--- src/rtl/gray_pkg.sv ---
// Shared types and helpers for the binary-to-Gray transmit path.
//   enc_state_t : encoder FSM states
//   MODE_*      : encoding of mode_i sampled with start_i
//   bin2gray()  : width-agnostic binary to Gray conversion (zero-extend in, truncate out)
package gray_pkg;

  typedef enum logic [1:0] {
    IDLE   = 2'd0,
    STREAM = 2'd1,
    COUNT  = 2'd2,
    DRAIN  = 2'd3
  } enc_state_t;

  localparam logic MODE_STREAM = 1'b0;
  localparam logic MODE_COUNT  = 1'b1;

  localparam int unsigned GRAY_MAX_W = 64;

  // Callers zero-extend to GRAY_MAX_W and truncate the result back to their width;
  // the zero MSB makes the top Gray bit equal the top binary bit as required.
  function automatic logic [GRAY_MAX_W-1:0] bin2gray(input logic [GRAY_MAX_W-1:0] b);
    return b ^ (b >> 1);
  endfunction

endpackage

--- src/rtl/gray_fifo.sv ---
// Synchronous FIFO with MSB-compare full/empty detection.
//   clk, rst_n : clock, async active-low reset (pointers only; storage is not reset)
//   push_i     : write data_i (ignored while full)
//   pop_i      : advance head (ignored while empty)
//   data_o     : word at the head
//   full_o     : DEPTH entries stored
//   empty_o    : no entries stored
//   level_o    : current occupancy
module gray_fifo #(
  parameter int unsigned WIDTH = 4,
  parameter int unsigned DEPTH = 4
) (
  input  logic                     clk,
  input  logic                     rst_n,
  input  logic                     push_i,
  input  logic [WIDTH-1:0]         data_i,
  input  logic                     pop_i,
  output logic [WIDTH-1:0]         data_o,
  output logic                     full_o,
  output logic                     empty_o,
  output logic [$clog2(DEPTH):0]   level_o
);

  localparam int unsigned AW = $clog2(DEPTH);

  logic [AW:0]      wptr_q, rptr_q;
  logic [WIDTH-1:0] mem_q [DEPTH];
  logic             do_push, do_pop;

  // Same index with differing wrap bit means the write pointer lapped the read pointer.
  assign full_o  = (wptr_q[AW] != rptr_q[AW]) && (wptr_q[AW-1:0] == rptr_q[AW-1:0]);
  assign empty_o = (wptr_q == rptr_q);
  assign level_o = wptr_q - rptr_q;
  assign do_push = push_i && !full_o;
  assign do_pop  = pop_i && !empty_o;
  assign data_o  = mem_q[rptr_q[AW-1:0]];

  // Pointer registers
  always_ff @(posedge clk or negedge rst_n) begin
    if (!rst_n) begin
      wptr_q <= '0;
      rptr_q <= '0;
    end else begin
      if (do_push) wptr_q <= wptr_q + (AW+1)'(1);
      if (do_pop)  rptr_q <= rptr_q + (AW+1)'(1);
    end
  end

  // Storage array
  always_ff @(posedge clk) begin
    if (do_push) mem_q[wptr_q[AW-1:0]] <= data_i;
  end

endmodule

--- src/rtl/binary_to_gray_encoder.sv ---
// Binary-to-Gray transmit block: encodes upstream words (STREAM) or a free-running
// counter (COUNT) to Gray code and queues them for a valid/ready consumer.
//   clk, rst_n   : clock, async active-low reset
//   start_i      : start pulse, sampled in IDLE together with mode_i
//   mode_i       : 0 = STREAM, 1 = COUNT
//   stop_i       : stop pulse, moves STREAM/COUNT to DRAIN
//   bin_valid_i / bin_ready_o / bin_data_i    : upstream binary stream
//   gray_valid_o / gray_ready_i / gray_data_o : downstream Gray stream
//   busy_o       : FSM not in IDLE
module binary_to_gray_encoder
  import gray_pkg::*;
#(
  parameter int unsigned WIDTH = 4,
  parameter int unsigned DEPTH = 4
) (
  input  logic             clk,
  input  logic             rst_n,
  input  logic             start_i,
  input  logic             mode_i,
  input  logic             stop_i,
  input  logic             bin_valid_i,
  output logic             bin_ready_o,
  input  logic [WIDTH-1:0] bin_data_i,
  output logic             gray_valid_o,
  input  logic             gray_ready_i,
  output logic [WIDTH-1:0] gray_data_o,
  output logic             busy_o
);

  localparam int unsigned LW = $clog2(DEPTH) + 1;

  enc_state_t       state_q, state_d;
  logic [WIDTH-1:0] cnt_q, cnt_d;
  logic             fifo_full, fifo_empty;
  logic [LW-1:0]    fifo_level;
  logic             push, pop;
  logic [WIDTH-1:0] push_bin, push_gray;

  // Handshake flags depend only on flops, so there is no input-to-output path.
  assign bin_ready_o  = (state_q == STREAM) && !fifo_full;
  assign gray_valid_o = !fifo_empty;
  assign busy_o       = (state_q != IDLE);
  assign pop          = gray_valid_o && gray_ready_i;
  assign push_gray    = WIDTH'(bin2gray(GRAY_MAX_W'(push_bin)));

  // Push source selection
  always_comb begin
    push     = 1'b0;
    push_bin = bin_data_i;
    case (state_q)
      STREAM: push = bin_valid_i && bin_ready_o;
      COUNT: begin
        push     = !fifo_full;
        push_bin = cnt_q;
      end
      default: push = 1'b0;
    endcase
  end

  // Next-state and counter logic
  always_comb begin
    state_d = state_q;
    cnt_d   = cnt_q;
    case (state_q)
      IDLE: begin
        if (start_i) begin
          state_d = (mode_i == MODE_STREAM) ? STREAM : COUNT;
          cnt_d   = '0;
        end
      end
      STREAM: begin
        if (stop_i) state_d = DRAIN;
      end
      COUNT: begin
        if (push)   cnt_d   = cnt_q + WIDTH'(1);
        if (stop_i) state_d = DRAIN;
      end
      DRAIN: begin
        // Leave once the FIFO is empty after this cycle's pop.
        if (fifo_empty || (pop && (fifo_level == LW'(1)))) state_d = IDLE;
      end
      default: state_d = IDLE;
    endcase
  end

  // State and counter registers
  always_ff @(posedge clk or negedge rst_n) begin
    if (!rst_n) begin
      state_q <= IDLE;
      cnt_q   <= '0;
    end else begin
      state_q <= state_d;
      cnt_q   <= cnt_d;
    end
  end

  gray_fifo #(
    .WIDTH (WIDTH),
    .DEPTH (DEPTH)
  ) u_fifo (
    .clk     (clk),
    .rst_n   (rst_n),
    .push_i  (push),
    .data_i  (push_gray),
    .pop_i   (pop),
    .data_o  (gray_data_o),
    .full_o  (fifo_full),
    .empty_o (fifo_empty),
    .level_o (fifo_level)
  );

endmodule

--- config.mk ---
export PLATFORM = sky130hd
export DESIGN_NAME = binary_to_gray_encoder
export DESIGN_NICKNAME = d
export VERILOG_FILES = /design/src/rtl/gray_pkg.sv /design/src/rtl/gray_fifo.sv /design/src/rtl/binary_to_gray_encoder.sv
export SDC_FILE = /design/constraint.sdc
export NUM_CORES = 1
export LEC_CHECK = 0
export ABC_CLOCK_PERIOD_IN_PS = 2500
export BUFFER_PORTS_ARGS = -buffer_cell sky130_fd_sc_hd__buf_4
export CAP_MARGIN = 40
export CORE_AREA = 3 3 58 60
export CTS_BUF_LIST = sky130_fd_sc_hd__clkbuf_16
export DETAILED_ROUTE_END_ITERATION = 6
export DIE_AREA = 0 0 61 63
export HOLD_SLACK_MARGIN = 0.15
export PLACE_DENSITY = 0.8
export SYNTH_ARGS = -nofsm -noshare
export SYNTH_HDL_FRONTEND = slang
export SYNTH_HIERARCHICAL = 1
export SYNTH_SLANG_ARGS = --single-unit
--- constraint.sdc ---
create_clock -name clk -period 2.5 [get_ports clk]
set_input_delay 0.125 -clock clk [delete_from_list [all_inputs] [get_ports clk]]
set_output_delay 0.125 -clock clk [all_outputs]
set_load 0.005 [all_outputs]
Word-level counts from Yosys, hierarchy flattened
Memory sizes are Yosys's and may differ from the RTL's.
Cells that the tools add are included.
{"block": "word_totals", "regBits": 12, "ramBits": 16, "input_bits": 11, "wordCells": 49, "memories": 1}
{"memory": "u_fifo.mem_q", "words": 4, "word_bits": 4, "read_ports": 1, "rd_ports_with_merged_regs": 0, "write_ports": 1, "line_no": "gray_fifo.sv:27", "text": "logic [WIDTH-1:0] mem_q [DEPTH];"}
{"block": "classes", "addsub": 4, "n_eq_ne": 11, "n_mux": 12, "bitwise_logic": 1, "reduce_logical": 16}
{"operator": "$mux 4", "count": 3}
{"operator": "$mux 2", "count": 4}
{"operator": "$pmux 4 s2", "count": 1}
{"operator": "$logic_and 1x1->1", "count": 7}
{"operator": "$add 3x1->3 const B", "count": 2}
{"operator": "$pmux 2 s3", "count": 1}
{"operator": "$reduce_and 3->1", "count": 2}
{"operator": "$add 4x1->4 const B", "count": 1}
{"operator": "$eq 2x2->1 const B", "count": 2}
{"operator": "$ne 2x1->1 const B", "count": 2}
{"operator": "$ne 2x2->1 const B", "count": 2}
{"operator": "$reduce_bool 2->1", "count": 2}
{"operator": "$xor 4x3->4", "count": 1}
{"operator": "$eq 3x1->1 const B", "count": 1}
{"operator": "$eq 3x3->1", "count": 1}
{"operator": "$sub 3x3->3", "count": 1}
{"operator": "$eq 2x1->1 const B", "count": 1}
{"operator": "$eq 2x2->1", "count": 1}
{"operator": "$logic_not 1->1", "count": 2}
{"operator": "$logic_not 2->1", "count": 1}
{"operator": "$mux 1", "count": 2}
{"operator": "$pmux 1 s2", "count": 1}
{"operator": "$reduce_or 2->1", "count": 1}
{"operator": "$logic_or 1x1->1", "count": 1}
{"operator": "$ne 1x1->1", "count": 1}

Logic depth before layout (Yosys ltp)
Gate-level depths: netlist of run 1.
{"block": "depth", "ltp_word": 9, "depth_mapped": 9}

Cells and area by module
The synthesis of run 1 kept the hierarchy.
{"module": "gray_fifo", "n_inst": 1, "cells_per_inst": 66, "area_each_um2": 1037.2, "seq_area_each_um2": 630.6}
{"module": "binary_to_gray_encoder", "n_inst": 1, "cells_per_inst": 59, "area_each_um2": 544.3, "seq_area_each_um2": 150.1}

Worst setup path before layout of run 1
Ideal clock, no wire load.
{"block": "synth_path", "path_kind": "register to register", "from": "register u_fifo.rptr_q[1]", "to": "register u_fifo.wptr_q[1]", "arrival_time_ns": 1.979, "required_time_ns": 2.375, "path_slack_ns": 0.396, "path_stages_with_launch": 10, "n_path_buf": 0, "synth_period_minus_slack_ns": 2.104, "path_cell_list": "dfrtp_1 > inv_1 > ha_1 > nand3_1 > inv_1 > nand2b_1 > nor2_1 > inv_1 > a31o_2 > mux2_4"}
{"block": "synth_via", "elab_chain_cells": 7}
{"item": "start, declared", "line_no": "gray_fifo.sv:26", "text": "logic [AW:0] wptr_q, rptr_q;"}
{"item": "start signal, assigned", "line_no": "gray_fifo.sv:45", "text": "if (do_pop) rptr_q <= rptr_q + (AW+1)'(1);"}
{"item": "$eq 2x2->1 (*)", "line_no": "gray_fifo.sv:31", "text": "assign full_o = (wptr_q[AW] != rptr_q[AW]) && (wptr_q[AW-1:0] == rptr_q[AW-1:0]);"}
{"item": "$logic_and 1x1->1 (*)", "line_no": "gray_fifo.sv:31"}
{"item": "via fifo_full", "line_no": "binary_to_gray_encoder.sv:34", "text": "logic fifo_full, fifo_empty;"}
{"item": "$logic_not 1->1 (*)", "line_no": "binary_to_gray_encoder.sv:40, binary_to_gray_encoder.sv:53"}
{"item": "$logic_and 1x1->1", "line_no": "binary_to_gray_encoder.sv:40", "text": "assign bin_ready_o = (state_q == STREAM) && !fifo_full;"}
{"item": "$logic_and 1x1->1", "line_no": "binary_to_gray_encoder.sv:51", "text": "STREAM: push = bin_valid_i && bin_ready_o;"}
{"item": "$pmux 1 s2 (*)", "line_no": "binary_to_gray_encoder.sv:50", "text": "case (state_q)"}
{"item": "via push", "line_no": "binary_to_gray_encoder.sv:36", "text": "logic push, pop;"}
{"item": "$logic_and 1x1->1 (*)", "line_no": "gray_fifo.sv:34", "text": "assign do_push = push_i && !full_o;"}
{"item": "end signal, assigned", "line_no": "gray_fifo.sv:44", "text": "if (do_push) wptr_q <= wptr_q + (AW+1)'(1);"}
{"item": "end, declared", "line_no": "gray_fifo.sv:26"}
The timed path passes the listed nets; every way through them passes the cells marked *.
A chain may end at the register's enable or synchronous reset.

Worst setup path after layout of run 1
{"block": "layout_path", "from": "register u_fifo.wptr_q[0]", "to": "register u_fifo.wptr_q[1]"}
{"block": "layout_via", "elab_chain_cells": 7, "word_cells_on_any_way": 8, "classes_between": "add/sub (1); eq/ne (1); mux (1); reduce/logical (5)"}
{"item": "$eq 2x2->1 (*)", "line_no": "gray_fifo.sv:31"}
{"item": "$logic_and 1x1->1 (*)", "line_no": "gray_fifo.sv:31"}
{"item": "via fifo_full", "line_no": "binary_to_gray_encoder.sv:34"}
{"item": "$logic_not 1->1 (*)", "line_no": "binary_to_gray_encoder.sv:40, binary_to_gray_encoder.sv:53"}
{"item": "$logic_and 1x1->1", "line_no": "binary_to_gray_encoder.sv:40"}
{"item": "$logic_and 1x1->1", "line_no": "binary_to_gray_encoder.sv:51"}
{"item": "$pmux 1 s2 (*)", "line_no": "binary_to_gray_encoder.sv:50"}
{"item": "via push", "line_no": "binary_to_gray_encoder.sv:36"}
{"item": "$logic_and 1x1->1 (*)", "line_no": "gray_fifo.sv:34"}
Marks and branches as above.

==> results of run 1 <==
-- cell usage in the layout (no fill, tap or decap), drive strengths merged --
cell         count
a211oi           2
a21boi           1
a21oi            2
a31o             1
and3             4
and4bb           1
buf             19
clkbuf           3
dfrtp           12
dlygate4sd3      1
edfxtp          16
fa               1
ha              12
inv             15
mux2             5
mux2i            8
mux4             4
nand2           11
nand2b           5
nand3            2
nand3b           1
nor2             2
nor2b            3
o21ai            6
o221ai           1
xnor2            6
xor2             3
-- synth_stat cells --
cell type	n	area [um^2]
o221ai_2	1	15.0
o21ai_0	5	25.0
nor2_1	2	7.51
mux2_1	1	11.3
mux2i_1	8	80.1
xor2_1	2	17.5
nand3b_1	1	7.51
nand3_1	2	10.0
o21ai_2	1	8.76
dfrtp_1	12	300
a31o_2	1	8.76
xor2_2	1	16.3
mux4_2	4	90.1
a21boi_0	1	7.51
fa_1	1	20.0
and3_1	4	25.0
mux2_4	2	30.0
buf_2	2	10.0
nand2b_1	5	31.3
a211oi_1	2	15.0
inv_1	14	52.6
xnor2_1	6	52.6
a21oi_2	1	8.76
nand2_1	11	41.3
ha_1	12	150
a21oi_1	1	5.00
and4bb_2	1	12.5
mux2_2	2	22.5
edfxtp_1	16	480
nor2b_1	3	18.8
-- stage by stage --
step	power (mW)	hold slack, ns
finish	2.40	0.171
floorplan	1.68	-0.171
global placement	1.98	-0.0278
CTS	2.42	0.167
global route	2.60	0.226
detailed placement	2.06	-0.0237
-- per-layer routing --
metal	vias to the layer above	track usage, %	routed length, um
li1	480	-	-
met1	453	20.2	1170
met2	19	27.8	1460
met3	2	2.27	75
met4	0	6.50	25
met5	-	0	0
-- power by group --
part	internal, mW	total [mW]	switching (mW)	leakage [nW]
registers	0.663	0.773	0.110	0.295
clock network	0.214	0.355	0.141	0.0423
logic	0.622	1.28	0.653	0.478
-- kinds of logic (layout without fill, tap and decap cells) --
family          after synthesis  after routing
mux                          17             17
fa+ha+maj                    13             13
xor+xnor                      9              9
compound gates               13             13
simple gates                 29             29
buf+inv                      16             38
flops                        28             28
-- registers in the layout (all words and copies together), names as in the netlist --
name,flops
u_fifo/mem_q,16
cnt_q,4
u_fifo/rptr_q,3
u_fifo/wptr_q,3
state_q,2
-- how the worst min path moves through the flow --
stage               depth (start not counted)               end  slack [ns]
finish                                      4        state_q[0]        0.17
global route                                4        state_q[0]        0.23
global placement                            1  u_fifo/rptr_q[0]       -0.03
CTS                                         4        state_q[0]        0.17
detailed placement                          1  u_fifo/rptr_q[0]       -0.02
floorplan                                   0          cnt_q[0]       -0.17
-- layout make-up --
| type | count | area [um^2] |
|---|---|---|
| inverters | 14 | 52.6 |
| clock buffers | 3 | 75.1 |
| multi-input cells | 81 | 738 |
| clock inverters | 1 | 3.75 |
| fillers | 245 | 1130 |
| repair buffers | 20 | 153 |
| well taps | 33 | 41.3 |
| flip-flops and latches | 28 | 781 |
-- worst max-delay path: cells and delay by family, from the launching register on --
family | cells | cell delay (ns)
adder cells (fa/ha/maj) | 1 | 0.36
buffers and inverters | 3 | 0.26
AO/OA/AOI/OAI | 1 | 0.25
multiplexers | 1 | 0.29
AND/OR/NAND/NOR | 3 | 0.66
flip-flops | 1 | 0.42
-- timing repair --
action,in CTS,in global routing
endpoints found under the setup margin,0,0
hold buffers,1,0
hold endpoints to repair,12,0
==> results.py, run 1 <==
metrics = {
    "setup_path": {
        "cp_common_cell": "inv_1",
        "crit_path_start_kind": "flop",
        "crit_fanout": 6,
        "startpoint": "u_fifo/wptr_q[0]",
        "worstSetupPathType": "flop to flop",
        "r2r-end": "u_fifo/wptr_q[1]",
        "critPathRequiredTime_ns": 2.64,
        "cp_slowest_cell": "dfrtp_1",
        "r2r_start": "u_fifo/wptr_q[0]",
        "cpPeakStageDelay_ns": 0.42,
        "crit_path_end": "u_fifo/wptr_q[1]",
        "timing.reg2reg.setup_slack_ns": 0.15,
        "reg2reg_depth": 9,
        "worstPathCellList": "inv_1, ha_1, nand3_1, inv_1, nand2b_1, nor2_1, inv_1, a31o_2, mux2_4",
        "crit_path_end_kind": "flop",
        "cp.arrival_ns": 2.50,
    },
    "clock_network": {
        "root_buffer": "clkbuf_16",
        "cts_tree": "done",
        "clock_sinks": 28,
        "clk_latency_ns": 0.26,
        "cts_max_level": 1,
        "cts_resized": 0,
        "cts_setup_buffers": 0,
        "clk_pin_slew_ns": 0.06,
        "numCtsBuffers": 3,
        "clock_path_buffers": 2,
    },
    "timing": {
        "drv_slew": 0,
        "slew_headroom_pct": 68.0,
        "worstMarginPinSlew_ns": 0.479,
        "setup_ws_ns": 0.146,
        "max_freq_mhz": 425,
        "rsz0062_at_grt": "no",
        "finalClockSkew_ns": 0.00390,
        "finalSetupViolations": 0,
        "fin_crit_sh_pct": 94.1,
        "setup_tns_ns": 0,
        "hold_viol_final": 0,
        "finalCriticalPeriod_ns": 2.35,
    },
    "finish": {
        "fin_cells": 180,
        "nets": 172,
        "diodes": 0,
        "design_area_um2": 1840,
        "drive_gt1_share_pct": 24.5,
        "fin_util_pct": 61.9,
        "syn_to_final_growth_pct": 16.6,
    },
    "drt": {
        "ant_nets": 0,
        "drt_iter0_markers": 19,
        "wl_per_cell_um": 15.2,
        "num_vias": 954,
        "drtPass1Iterations": 4,
        "vias_per_cell": 5.30,
        "wl_mm": 2.73,
        "route.detailed.drc": 0,
    },
    "yosys": {
        "synth_cell_types": 30,
        "ys_warn_count": 6,
        "synth_cells": 125,
        "yosys.area_share.simple_pct": 9.73,
        "synthAdderAreaFrac_pct": 10.8,
        "synthMuxAreaShare_pct": 14.8,
        "synth_top_family_by_area": "multiplexers",
        "netlist_area_um2": 1580,
        "synth_xor_area_share_pct": 5.46,
        "synth_compound_area_share_pct": 5.93,
        "ys_ff_latch": 28,
        "synth_fp_nets": 149,
        "ys_seq_area_share_pct": 49.4,
        "syn_avg_cell_area_um2": 12.7,
    },
    "global_routing": {
        "grt_max_degree": 16,
        "grt_pass1_vias": 1017,
        "grt_overflow": 0,
        "grt_pass1_wl_mm": 4.69,
        "grtUsageTotal_pct": 16.3,
        "antenna_found_initial": 0,
    },
    "floorplanning": {
        "num_rows": 20,
        "initial_core_util_pct": 53.1,
        "ios": 18,
        "die_x_um": 61,
        "die_y_um": 63,
        "die_area_um2": 3840,
        "core_um2": 2980,
    },
    "placement": {
        "place_inst": 175,
        "gp_congestion": 0.787,
        "place_hpwl_mm": 2.18,
        "port_buffers": 17,
        "postPlaceCellArea_um2": 1760,
        "place_ws_ns": 0.185,
    },
    "min_path": {
        "min_from": "mode_i",
        "hp-class": "input port to flop",
    },
    "run_status": {
        "status": "complete, no violations",
    },
    "power": {
        "leakage_nw": 0.816,
        "worst_ir_drop_vdd_v": 0.000749,
        "p_per_area_nw_per_um2": 1300,
    },
    "run": {
        "max_cap_viol_count": 0,
    },
}
Note: power is estimated with default switching activity, not from simulation.
==> run 2: changes to the inputs <==
- ABC_CLOCK_PERIOD_IN_PS: 2500 -> 2200
- SLEW_MARGIN: unset -> 20
- clock period: 2.5 -> 2.2 ns (I/O delays scaled with it)
==> results.py, run 2 (synthesis results as in run 1) <==
metrics = {
    "global_routing": {
        "antenna_found_initial": 0,
        "grt_pass1_vias": 1099,
        "grtUsageTotal_pct": 17.1,
        "grt_max_degree": 17,
        "grt_overflow": 0,
        "grt_pass1_wl_mm": 4.83,
    },
    "clock_network": {
        "root_buffer": "clkbuf_16",
        "clk_latency_ns": 0.26,
        "numCtsBuffers": 3,
        "clock_sinks": 28,
        "clock_path_buffers": 2,
        "clk_pin_slew_ns": 0.07,
        "cts_max_level": 1,
        "cts_tree": "done",
    },
    "drt": {
        "vias_per_cell": 5.38,
        "drt_iter0_markers": 16,
        "wl_mm": 2.84,
        "wl_per_cell_um": 15.2,
        "num_vias": 1001,
        "route.detailed.drc": 0,
        "drtPass1Iterations": 4,
        "ant_nets": 0,
    },
    "min_path": {
        "hp-class": "input port to async pin",
    },
    "timing": {
        "finalSetupViolations": 0,
        "hold_viol_final": 0,
        "worstMarginPinSlew_ns": 0.518,
        "fin_crit_sh_pct": 92.3,
        "finalClockSkew_ns": 0.00502,
        "finalCriticalPeriod_ns": 2.03,
        "setup_tns_ns": 0,
        "slew_headroom_pct": 65.1,
        "rsz0062_at_grt": "no",
        "max_freq_mhz": 492,
        "drv_slew": 0,
    },
    "setup_path": {
        "worstSetupPathType": "flop to flop",
        "crit_path_start_kind": "flop",
        "crit_fanout": 5,
        "cp.arrival_ns": 2.18,
        "crit_path_end_kind": "flop",
        "critPathRequiredTime_ns": 2.35,
    },
    "power": {
        "leakage_nw": 0.854,
        "worst_ir_drop_vdd_v": 0.000892,
        "p_per_area_nw_per_um2": 1530,
    },
    "floorplanning": {
        "core_um2": 2980,
        "die_area_um2": 3840,
        "ios": 18,
        "initial_core_util_pct": 53.1,
        "die_x_um": 61,
        "die_y_um": 63,
        "num_rows": 20,
    },
    "placement": {
        "gp_congestion": 0.783,
        "port_buffers": 17,
        "place_hpwl_mm": 2.22,
    },
    "run": {
        "max_cap_viol_count": 0,
    },
    "finish": {
        "fillers": 228,
        "layout_commonest_cell": "buf_4",
        "nets": 178,
        "largest_reg_flops": 16,
        "fin_util_pct": 64.7,
        "diodes": 0,
        "final_cell_mix": "24 x buf_4, 16 x edfxtp_1, 14 x inv_1",
        "syn_to_final_growth_pct": 21.9,
        "seq_area_um2": 781,
        "drive_gt1_share_pct": 30.1,
        "multi_input_area_um2": 748,
    },
    "run_status": {
        "status": "complete, no violations",
    },
}
[run 2: changes by cell type in the layout (fill, tap and decap cells not counted), sizes merged]
cell         change
bufinv           +1
inv              -1
buf              +5
dlygate4sd3      +1
[run 2: per-stage QoR]
stage / hold slack (ns) / instance area [um^2] / cells / total power, mW / setup WS [ns]
floorplan: -0.186 / 1580 / 125 / 1.91 / 0.0962
global placement: -0.0408 / 1790 / 180 / 2.34 / 0.186
detailed placement: -0.0376 / 1790 / 180 / 2.40 / 0.0909
CTS: 0.223 / 1920 / 186 / 2.96 / 0.0637
global route: 0.233 / 1930 / 186 / 3.20 / 0.0394
finish: 0.228 / 1930 / 186 / 2.96 / 0.170
[run 2: power by group]
| part | switching (mW) | internal [mW] |
|---|---|---|
| sequential | 0.104 | 0.753 |
| combinational | 0.783 | 0.785 |
| clock | 0.170 | 0.362 |
[run 2: what timing repair did]
item / in CTS / in global routing
endpoints found under the hold margin: 13 / 0
hold buffers: 2 / 0
setup buffers: 0 / 0
resized for setup: 0 / 4
setup endpoints to repair: 0 / 17
[run 2: area by class of cell]
cell class | instances | area share, %
inverter | 14 | 2.73
tap | 33 | 2.14
timing repair buffer | 26 | 10.4
multi-input combinational | 81 | 38.8
clock inverter | 1 | 1.56
clock buffer | 3 | 3.89
sequential | 28 | 40.5
[run 2: worst paths after layout]
path	from	endpoint	slack [ns]	depth (start not counted)
max	u_fifo/wptr_q[0]	u_fifo/wptr_q[1]	0.17	9
min	rst_n	u_fifo/wptr_q[2]	0.23	2
max reg2reg	u_fifo/wptr_q[0]	u_fifo/wptr_q[1]	0.17	9
min reg2reg	cnt_q[3]	cnt_q[3]	0.54	2
max in group asynchronous	rst_n	cnt_q[1]	1.81	2
min in group clk	start_i	state_q[0]	0.23	3
[run 2: worst max-delay path, stage by stage (launching register included)]
cell and delay, ns:
dfrtp_1 0.35, inv_1 0.08, ha_1 0.36, nand3_2 0.12
inv_1 0.06, nand2b_1 0.21, nor2_2 0.15, inv_1 0.06
a31o_2 0.24, mux2_4 0.29
[run 2: layer usage]
layer  up-vias  routed length, um  GRT usage (%)
li1        490                  -              -
met5         -                  0              0
met2        15               1530           29.9
met3         6                 80           2.69
met1       490               1180           20.4
met4         0                 50           6.50
==> run 3: changes to the inputs <==
- CELL_PAD_IN_SITES_DETAIL_PLACEMENT: unset -> 0
- CELL_PAD_IN_SITES_GLOBAL_PLACEMENT: unset -> 1
- CORE_AREA: 3 3 58 60 -> 3 3 69 71
- DIE_AREA: 0 0 61 63 -> 0 0 72 74
- PLACE_DENSITY: 0.8 -> 0.7
==> results.py, run 3 (synthesis results as in run 1) <==
metrics = {
    "run_status": {
        "status": "complete, no violations",
    },
    "setup_path": {
        "crit_path_end_kind": "flop",
        "crit_fanout": 4,
        "cp_slowest_cell": "dfrtp_1",
        "worstSetupPathType": "flop to flop",
        "r2r-end": "u_fifo/wptr_q[1]",
        "crit_family": "simple AND/OR/NAND/NOR gates",
        "cp.arrival_ns": 2.17,
        "r2r_start": "u_fifo/wptr_q[0]",
        "worstPathCellList": "inv_1, ha_1, nand3_1, inv_1, nand2b_1, nor2_1, inv_1, a31o_2, mux2_4",
        "critPathRequiredTime_ns": 2.34,
        "crit_path_start_kind": "flop",
        "reg2reg_depth": 9,
        "cp.buffers_inverters": 3,
        "cpPeakStageDelay_ns": 0.38,
        "cp_common_cell": "inv_1",
        "timing.reg2reg.setup_slack_ns": 0.17,
    },
    "global_routing": {
        "grt_pass1_vias": 1060,
        "grt_pass1_wl_mm": 5.09,
        "grt_max_degree": 17,
        "grt_overflow": 0,
        "grtUsageTotal_pct": 12.4,
        "antenna_found_initial": 0,
    },
    "drt": {
        "ant_nets": 0,
        "num_vias": 980,
        "wl_per_cell_um": 14.7,
        "wl_mm": 3.02,
        "route.detailed.drc": 0,
        "drtPass1Iterations": 4,
        "drt_iter0_markers": 49,
        "vias_per_cell": 4.78,
    },
    "timing": {
        "slew_headroom_pct": 69.2,
        "worstMarginPinSlew_ns": 0.457,
        "setup_ws_ns": 0.173,
        "finalSetupViolations": 0,
        "hold_viol_final": 0,
        "max_freq_mhz": 493,
        "fin_crit_sh_pct": 92.2,
        "finalCriticalPeriod_ns": 2.03,
        "drv_slew": 0,
        "setup_tns_ns": 0,
        "rsz0062_at_grt": "no",
        "finalClockSkew_ns": 0.00308,
    },
    "run": {
        "max_cap_viol_count": 0,
    },
    "finish": {
        "largest_reg_flops": 16,
        "nets": 178,
        "diodes": 0,
        "drive_gt1_share_pct": 28.8,
        "final_cell_mix": "25 x buf_4, 16 x edfxtp_1, 14 x inv_1",
        "syn_to_final_growth_pct": 22.7,
        "fin_cells": 205,
        "fillers": 395,
        "layout_commonest_cell": "buf_4",
    },
    "placement": {
        "place_inst": 199,
        "place_hpwl_mm": 2.40,
        "port_buffers": 17,
        "place_ws_ns": 0.0875,
        "gp_congestion": 0.841,
    },
    "min_path": {
        "min_from": "mode_i",
        "hp-class": "input port to flop",
        "min_path_cells": 4,
        "whs_endpoint": "state_q[0]",
    },
    "floorplanning": {
        "die_y_um": 74,
        "die_x_um": 72,
        "num_rows": 24,
        "core_um2": 4290,
        "initial_core_util_pct": 36.8,
        "ios": 18,
        "die_area_um2": 5330,
    },
    "clock_network": {
        "clk_latency_ns": 0.26,
        "cts_tree": "done",
        "clk_pin_slew_ns": 0.06,
        "root_buffer": "clkbuf_16",
        "cts_max_level": 1,
        "clock_sinks": 28,
        "numCtsBuffers": 3,
        "clock_path_buffers": 2,
    },
    "power": {
        "worst_ir_drop_vdd_v": 0.000682,
        "leakage_nw": 0.854,
        "p_per_area_nw_per_um2": 1530,
    },
}
-- run 3: worst max path at each step --
stage                      from                 end  slack (ns)  cells past startpoint
3_3_place_gp   u_fifo/wptr_q[0]    u_fifo/wptr_q[1]        0.17                      9
4_1_cts        u_fifo/wptr_q[0]  u_fifo/mem_q[0][3]        0.06                      8
6_report       u_fifo/wptr_q[0]    u_fifo/wptr_q[1]        0.17                      9
3_5_place_dp   u_fifo/wptr_q[0]  u_fifo/mem_q[0][0]        0.09                      8
5_1_grt        u_fifo/rptr_q[1]    u_fifo/wptr_q[1]        0.01                      9
2_1_floorplan  u_fifo/rptr_q[1]    u_fifo/wptr_q[1]         0.1                      9
-- run 3: through the flow --
step,instance area (um^2),hold WS (ns),power [mW],util (%)
final,1940,0.164,2.96,45.2
after global routing,1940,0.206,3.19,45.2
after CTS,1930,0.165,2.98,45.0
after detailed placement,1820,-0.0347,2.42,42.3
after global placement,1820,-0.0342,2.38,42.3
after floorplan,1580,-0.186,1.91,-
-- run 3: power breakdown --
| part | total (mW) | leakage (nW) | internal, mW | switching, mW |
|---|---|---|---|---|
| clock network | 0.523 | 0.0511 | 0.362 | 0.161 |
| registers | 0.864 | 0.295 | 0.754 | 0.110 |
| logic | 1.58 | 0.507 | 0.794 | 0.783 |
-- run 3: final cells by class --
| type | instances | area (um^2) | area share (%) |
|---|---|---|---|
| inverter | 14 | 52.6 | 2.71 |
| clock buffer | 3 | 75.1 | 3.87 |
| sequential | 28 | 781 | 40.2 |
| multi-input combinational | 81 | 739 | 38.1 |
| tap | 52 | 65.1 | 3.35 |
| clock inverter | 1 | 30.0 | 1.55 |
| timing repair buffer | 26 | 198 | 10.2 |
-- run 3: timing repair --
item | in CTS | in global routing
endpoints found under the hold margin | 12 | 0
hold buffers | 1 | 0
gates resized for setup | 0 | 1
setup endpoints to repair | 0 | 17
setup buffers | 0 | 1
-- run 3: layer usage --
layer / up-vias / part of all wire, % / global-route usage [%]
li1: 491 / - / -
met1: 475 / 44 / 15.3
met2: 12 / 53 / 22.6
met3: 2 / 2.5 / 2.03
met4: 0 / 0.76 / 3.76
met5: - / 0 / 0
-- run 3: worst reg2reg max path: stages (launching register included) --
cell,delay [ns]
dfrtp_1,0.38
inv_1,0.12
ha_1,0.28
nand3_1,0.11
inv_1,0.06
nand2b_1,0.19
nor2_1,0.16
inv_1,0.06
a31o_2,0.25
mux2_4,0.30
